$ cat config.mk
export PLATFORM = sky130hd
export DESIGN_NAME = barrel_rot_sequencer
export DESIGN_NICKNAME = d
export VERILOG_FILES = /design/src/rtl/barrel_rot_sequencer.sv
export SDC_FILE = /design/constraint.sdc
export NUM_CORES = 1
export LEC_CHECK = 0
export CAP_MARGIN = 0
export CORE_ASPECT_RATIO = 1.5
export CORE_UTILIZATION = 35
export CTS_CLUSTER_DIAMETER = 80
export DETAILED_ROUTE_END_ITERATION = 7
export PLACE_DENSITY_LB_ADDON = 0.25
export RECOVER_POWER = 25
export SYNTH_ARGS = -nofsm -noshare
export SYNTH_HDL_FRONTEND = slang
export SYNTH_SLANG_ARGS = --single-unit
$ cat constraint.sdc
create_clock -name clk -period 3.59 [get_ports clk]
set_input_delay 0.718 -clock clk [delete_from_list [all_inputs] [get_ports clk]]
set_output_delay 0.718 -clock clk [all_outputs]
set_load 0.005 [all_outputs]
$ cat src/rtl/barrel_rot_sequencer.sv
// Timed 4-bit rotate sequencer: one rotation per prescaler tick,
// finite step count or free-running until stop.
module barrel_rot_sequencer #(
  parameter int TICK_DIV = 4,
  parameter int STEP_W   = 8
) (
  input  logic              clk,
  input  logic              rst_n,
  input  logic              cmd_valid,
  output logic              cmd_ready,
  input  logic [3:0]        cmd_pattern,
  input  logic              cmd_dir,
  input  logic [1:0]        cmd_amt,
  input  logic [STEP_W-1:0] cmd_steps,
  input  logic              pause,
  input  logic              stop,
  output logic [3:0]        pattern_out,
  output logic              busy,
  output logic              done
);

  typedef enum logic [1:0] {
    IDLE = 2'd0,
    RUN  = 2'd1,
    DONE = 2'd2
  } state_t;

  localparam logic [23:0] TMAX = 24'(TICK_DIV - 1);

  state_t            state, state_nx;
  logic [23:0]       presc;
  logic [STEP_W-1:0] rem;
  logic              inf;
  logic              dir;
  logic [1:0]        amt;
  logic              accept;
  logic              tick;

  // Doubled word lets both directions be a plain 4-bit window
  function automatic logic [3:0] rot(
    input logic [3:0] p,
    input logic       d,
    input logic [1:0] k
  );
    logic [7:0] w;
    logic [2:0] sh;
    w = {p, p};
    sh = d ? {1'b0, k} : 3'(3'd4 - {1'b0, k});
    rot = w[sh +: 4];
  endfunction

  assign accept = (state == IDLE) && cmd_valid;
  assign tick   = (state == RUN) && !stop && !pause
               && (presc == TMAX);

  always_ff @(posedge clk or negedge rst_n) begin
    if (!rst_n) state <= IDLE;
    else        state <= state_nx;
  end

  always_comb begin
    state_nx = state;
    unique case (state)
      IDLE: if (cmd_valid) state_nx = RUN;
      RUN: begin
        if (stop)
          state_nx = IDLE;
        else if (tick && !inf && rem == STEP_W'(1))
          state_nx = DONE;
      end
      DONE:    state_nx = IDLE;
      default: state_nx = IDLE;
    endcase
  end

  always_ff @(posedge clk or negedge rst_n) begin
    if (!rst_n) begin
      pattern_out <= 4'b0000;
      presc       <= '0;
      rem         <= '0;
      inf         <= 1'b0;
      dir         <= 1'b0;
      amt         <= 2'd0;
    end else if (accept) begin
      pattern_out <= cmd_pattern;
      presc       <= '0;
      rem         <= cmd_steps;
      inf         <= (cmd_steps == '0);
      dir         <= cmd_dir;
      amt         <= cmd_amt;
    end else if (tick) begin
      presc       <= '0;
      pattern_out <= rot(pattern_out, dir, amt);
      if (!inf) rem <= rem - STEP_W'(1);
    end else if (state == RUN && !stop && !pause) begin
      presc <= presc + 24'd1;
    end
  end

  assign busy      = (state != IDLE);
  assign cmd_ready = (state == IDLE);
  assign done      = (state == DONE);

endmodule

* Word-level counts from Yosys, hierarchy flattened
Index checks and enable logic that the tools add are counted.
Word-level totals: register bits 42, input bits 20, output and inout bits 7, logic and storage cells 47
Cells by class: add/subtract/negate cells 3, equality and inequality tests 7, shifts and indexed selects 1, mux-type cells 13, reduce and logical (&&, ||, !) cells 16
Operators with widths (count):
- $mux 24 | 3
- $add 24x1->24 const B | 1
- $eq 24x2->1 const B | 1
- $mux 8 | 3
- $eq 8x1->1 const B | 1
- $logic_not 8->1 | 1
- $mux 4 | 2
- $shiftx 8x4->4 | 1
- $sub 8x1->8 const B | 1
- $logic_and 1x1->1 | 6
- $mux 2 | 3
- $pmux 2 s2 | 1
- $reduce_and 2->1 | 2
- $reduce_bool 2->1 | 2
- $logic_not 1->1 | 3
- $mux 3 | 1
- $ne 3x2->1 const B | 1
- $reduce_bool 3->1 | 1
- $sub 3x2->3 const A | 1
- $eq 2x1->1 const B | 1
- $eq 2x2->1 const B | 1
- $logic_not 2->1 | 1
- $ne 2x1->1 const B | 1
- $ne 2x2->1 const B | 1

* Logic depth before layout (Yosys ltp)
depth in word-level cells 9, gate-level depth with buffers 8, depth with buffers taken out 7

* Least setup slack after synthesis
Ideal clock, no wire load.
path type input-to-reg, from input port stop, to register rem[1], setup time 0.083 ns, arrival time 1.998 ns, data required time 3.507 ns, slack 1.510 ns, stages 6, path buffers 1, path through nor4b_2 -> buf_4 -> nand3b_1 -> nor4_4 -> mux2_2 -> o21ai_0
On the way: longest elaborated chain between the ends 6
RTL lines:
- start, declared | RTL line 16 | input logic stop,
- $logic_not 1->1 | RTL line 53 | assign tick = (state == RUN) && !stop && !pause
- $logic_and 1x1->1 (2 in series) | RTL line 53
- $logic_and 1x1->1 | RTL line 54 | && (presc == TMAX);
- $reduce_bool 2->1 (no line)
- $reduce_and 2->1 (no line)
- end signal, assigned | RTL line 87 | rem <= cmd_steps;
- end signal, assigned | RTL line 94 | if (!inf) rem <= rem - STEP_W'(1);
- end, declared | RTL line 32 | logic [STEP_W-1:0] rem;
No other way between the ends. A chain may end at the register's enable or synchronous reset.

* Final worst setup path
from input port stop, to register presc[13]
On the way: longest elaborated chain between the ends 6, elaborated cells on any way between the ends 7, classes of those cells mux: 2; reduce/logical: 5
RTL lines:
- $logic_not 1->1 * | RTL line 53, 95
- $logic_and 1x1->1 * (2 in series) | RTL line 53, 95
- $logic_and 1x1->1 | RTL line 54
- $mux 24 | RTL line 91 | end else if (tick) begin
- $mux 24 | RTL line 84 | end else if (accept) begin
- end signal, assigned | RTL line 96 | presc <= presc + 24'd1;
- end, declared | RTL line 31 | logic [23:0] presc;
Mark *: on every way between the ends. The rest lies on a longest branch, timed or not.

==> metrics.txt <==
# TYPE chip_impl_metric gauge
chip_impl_metric{name="cp_data_required_time",unit="ns"} 3.77
chip_impl_info{name="worstSetupPathType",value="primary input to register"} 1
chip_impl_metric{name="area.growth.synth_to_final",unit="%"} 16.9
chip_impl_metric{name="drt_drc_violations_left",unit=""} 0
chip_impl_info{name="run_status",value="complete, but fails checks"} 1
chip_impl_metric{name="post-route-worst-setup-slack",unit="ns"} 1.08
chip_impl_metric{name="switchingPower",unit="W"} 0.000331
chip_impl_info{name="ctsRootBufferMaster",value="clkbuf_8"} 1
chip_impl_metric{name="route.final.wire_length",unit="um"} 5030
chip_impl_metric{name="antenna_violations_before_repair",unit=""} 0
chip_impl_metric{name="design.portCount",unit=""} 27
chip_impl_metric{name="post_cts_buffers",unit=""} 0
chip_impl_metric{name="pwr-share-clk",unit=""} 0.283
chip_impl_info{name="timing.critical_path.max_delay_family",value="simple AND/OR/NAND/NOR gates"} 1
chip_impl_metric{name="met1_length",unit="um"} 2170
chip_impl_metric{name="drt_pass1_iterations",unit=""} 4
chip_impl_metric{name="relSlewSlack",unit=""} -0.516
chip_impl_metric{name="postRouteAntennaNets",unit=""} 0
chip_impl_metric{name="postSynthAreaPerCell",unit="um^2"} 9.46
chip_impl_info{name="top_signal_layer_used",value="met4"} 1
chip_impl_metric{name="setup-tns-final",unit="ns"} 0
chip_impl_metric{name="min_period",unit="ns"} 2.51
chip_impl_metric{name="synth_sequential_area_ratio",unit=""} 0.441
chip_impl_metric{name="timing_max_transition_violations_final",unit=""} 43
chip_impl_metric{name="post_synth_instance_area",unit="um^2"} 2380
chip_impl_metric{name="cts.path.max_buffers",unit=""} 2
chip_impl_info{name="cts_tree",value="built"} 1
chip_impl_metric{name="initialDrtViolationCount",unit=""} 56
chip_impl_metric{name="worst-path-buf-inv",unit=""} 2
chip_impl_metric{name="cts_repair_resize_count",unit=""} 0
chip_impl_metric{name="cts_buffers",unit=""} 5
chip_impl_metric{name="cts_max_level",unit=""} 2
chip_impl_metric{name="met3_wirelength",unit="um"} 104
chip_impl_metric{name="power_report.internal_total",unit="W"} 0.000795
chip_impl_metric{name="netlist_instances",unit=""} 252
chip_impl_metric{name="max_cap_violations",unit=""} 1
chip_impl_metric{name="reported_leakage_power",unit="nW"} 1.20
chip_impl_metric{name="nets",unit=""} 302
chip_impl_metric{name="cellPowerDensity",unit="nW/um^2"} 404
chip_impl_metric{name="critical-path-max-stage-delay",unit="ns"} 0.45
chip_impl_info{name="worstSetupEndpointType",value="register"} 1
chip_impl_metric{name="die-height",unit="um"} 103
chip_impl_metric{name="clock-skew-final",unit="ns"} 0.00632
chip_impl_metric{name="multi_input_comb_area",unit="um^2"} 1240
chip_impl_info{name="synthFlopType",value="dfrtp_1"} 1
chip_impl_metric{name="seq_power_share",unit=""} 0.497
chip_impl_metric{name="critical_path_peak_fanout",unit=""} 18
chip_impl_metric{name="first_global_vias",unit=""} 1815
chip_impl_info{name="final_cell_mix",value="42 x dfrtp_1, 30 x nor2_1, 27 x nand2_1"} 1
chip_impl_metric{name="final_layout_size_suffix_gt1_frac",unit=""} 0.0789
chip_impl_metric{name="power_frac_comb",unit=""} 0.221
chip_impl_metric{name="min_period_over_period",unit=""} 0.698
chip_impl_metric{name="synth-seq-cells",unit=""} 42
chip_impl_metric{name="placed_cells_incl_taps",unit=""} 347
chip_impl_metric{name="reg2reg_slack",unit="ns"} 1.09
chip_impl_metric{name="worst_margin_slew",unit="ns"} 2.27
chip_impl_metric{name="total_chip_power",unit="W"} 0.00113
chip_impl_metric{name="finalHoldViolCount",unit=""} 0
chip_impl_metric{name="grt_start_max_net_pins",unit=""} 43
chip_impl_metric{name="initial_util",unit=""} 0.365
chip_impl_metric{name="first_pass_grt_wire_length",unit="um"} 8710
chip_impl_metric{name="dieWidth",unit="um"} 69.4
chip_impl_metric{name="buffer_ports.inserted",unit=""} 26
chip_impl_metric{name="setup_viol_count_final",unit=""} 0
chip_impl_metric{name="clkSinkCount",unit=""} 42
chip_impl_metric{name="global_route.overflow_total",unit=""} 0
chip_impl_metric{name="synth_cell_types",unit=""} 40
chip_impl_metric{name="cts-hold-fix-buffers",unit=""} 0
chip_impl_metric{name="worstSkewPairLatency",unit="ns"} 0.29
chip_impl_metric{name="hpwl",unit="um"} 3750
chip_impl_metric{name="num_rows",unit=""} 36
chip_impl_metric{name="gp_congestion",unit=""} 0.773
chip_impl_metric{name="placement.setup.worst_slack",unit="ns"} 0.752
chip_impl_info{name="hold_path_class",value="register to register"} 1
chip_impl_metric{name="placeableCoreArea",unit="um^2"} 6530
chip_impl_metric{name="fp.dieArea",unit="um^2"} 7150
chip_impl_metric{name="globalRouteTotalUtil",unit=""} 0.155
chip_impl_info{name="start_kind",value="primary input"} 1
chip_impl_metric{name="fraction_of_registers_with_async_set_or_reset_after_synthesis",unit=""} 1.00
chip_impl_metric{name="worst-endpoint-arrival",unit="ns"} 2.69
chip_impl_metric{name="antenna_cells",unit=""} 0
chip_impl_metric{name="synth_enable_flop_cells",unit=""} 0
chip_impl_info{name="violations",value="max-capacitance violations, max-slew violations"} 1
chip_impl_metric{name="syn_nets",unit=""} 276
chip_impl_metric{name="total_vias_in_the_final_route",unit=""} 1874
chip_impl_metric{name="synth-warning-count",unit=""} 0
chip_impl_metric{name="worst_ir_drop_vdd",unit="uV"} 208
chip_impl_metric{name="met2RoutedLength",unit="um"} 2700
chip_impl_metric{name="number_of_fill_cells",unit=""} 659
chip_impl_metric{name="path_clk_slew",unit="ns"} 0.08
chip_impl_metric{name="switching_share",unit=""} 0.294
chip_impl_info{name="grt_setup_unrepaired",value="no"} 1
chip_impl_metric{name="routed_via_density",unit=""} 5.28
chip_impl_metric{name="footprint_of_the_flip_flops_and_latches",unit="um^2"} 1050
chip_impl_info{name="layout.cells.most_common",value="dfrtp_1"} 1
chip_impl_metric{name="non_filler_instance_count_after_layout",unit=""} 355
chip_impl_info{name="crit_path_top_delay_cell",value="clkdlybuf4s50_1"} 1
chip_impl_metric{name="timing.fmax",unit="GHz"} 0.399
chip_impl_metric{name="wl_per_cell",unit="um"} 14.2
chip_impl_info{name="crit_path_cells",value="clkdlybuf4s50_1 -> nor4b_2 -> nand2_1 -> nor4_4 -> or2_1 -> buf_4 -> nor2_1"} 1
-- synth_stat cells, drive strengths merged (5+ instances only) --
cell	instances	area [um^2]
a21oi	5	25.0
and3	6	37.5
and4	7	61.3
clkbuf	6	22.5
dfrtp	42	1050
inv	10	37.5
mux2i	7	70.1
nand2	29	114
nand3	13	65.1
nand4	9	62.6
nor2	30	113
nor4	16	149
o21ai	12	60.1
xnor2	12	105
xor2	15	131
-- power groups by stage --
stage               Combinational [W]  Sequential (W)  Clock, W
global placement             0.000249        0.000569         0
finish                       0.000248        0.000559  0.000318
CTS                          0.000252        0.000560  0.000330
detailed placement           0.000251        0.000569         0
global route                 0.000285        0.000567  0.000348
floorplan                    0.000172        0.000555         0
-- worst paths after layout --
path                            from             end  depth (start not counted)
min in group asynchronous      rst_n       presc[15]                          1
setup / recovery                stop       presc[13]                          7
max in group asynchronous      rst_n  pattern_out[1]                          1
setup reg to reg           presc[14]       presc[13]                          6
hold / removal                   inf             inf                          2
hold reg to reg                  inf             inf                          2
-- kinds of logic after synthesis --
group                      Yosys count  synth area share
AOI/OAI and AO/OA                   25            0.0640
xor gates and xnor gates            27            0.0992
adders and majority gates            4            0.0210
buffers and inverters               20            0.0409
DFF                                 42             0.441
muxes                                9            0.0388
and+or+nand+nor                    125             0.295
-- tightest hold or removal path, cell delays in order, from the launching register on --
cell and delay, ns:
dfrtp_1 0.37, nand2_1 0.06, nand2_1 0.05
-- state kept, by name, summed over array words and instances, names as in the netlist --
| register | count |
|---|---|
| rem | 8 |
| amt | 2 |
| presc | 24 |
| inf | 1 |
| dir | 1 |
| state | 2 |
| pattern_out | 4 |
-- stage by stage --
stage	utilization	area (um^2)	hold WS, ns
finish	0.427	2790	0.513
global route	0.427	2790	0.569
detailed placement	0.413	2700	0.496
floorplan	-	2380	0.422
CTS	0.427	2790	0.516
global placement	0.413	2700	0.496
-- metal layers --
layer  GRT usage  up-vias
met1       0.184      908
met3      0.0293        6
met4      0.0518        0
met5           0        -
li1            -      936
met2       0.282       24
-- layout make-up --
type,count,share of cell area
flip-flops and latches,42,0.377
clock buffers,7,0.0310
inverters,10,0.0135
clock inverters,1,0.00180
well taps,76,0.0341
multi-input cells,190,0.443
repair buffers,29,0.0992
Note: power is estimated with default switching activity, not from simulation.
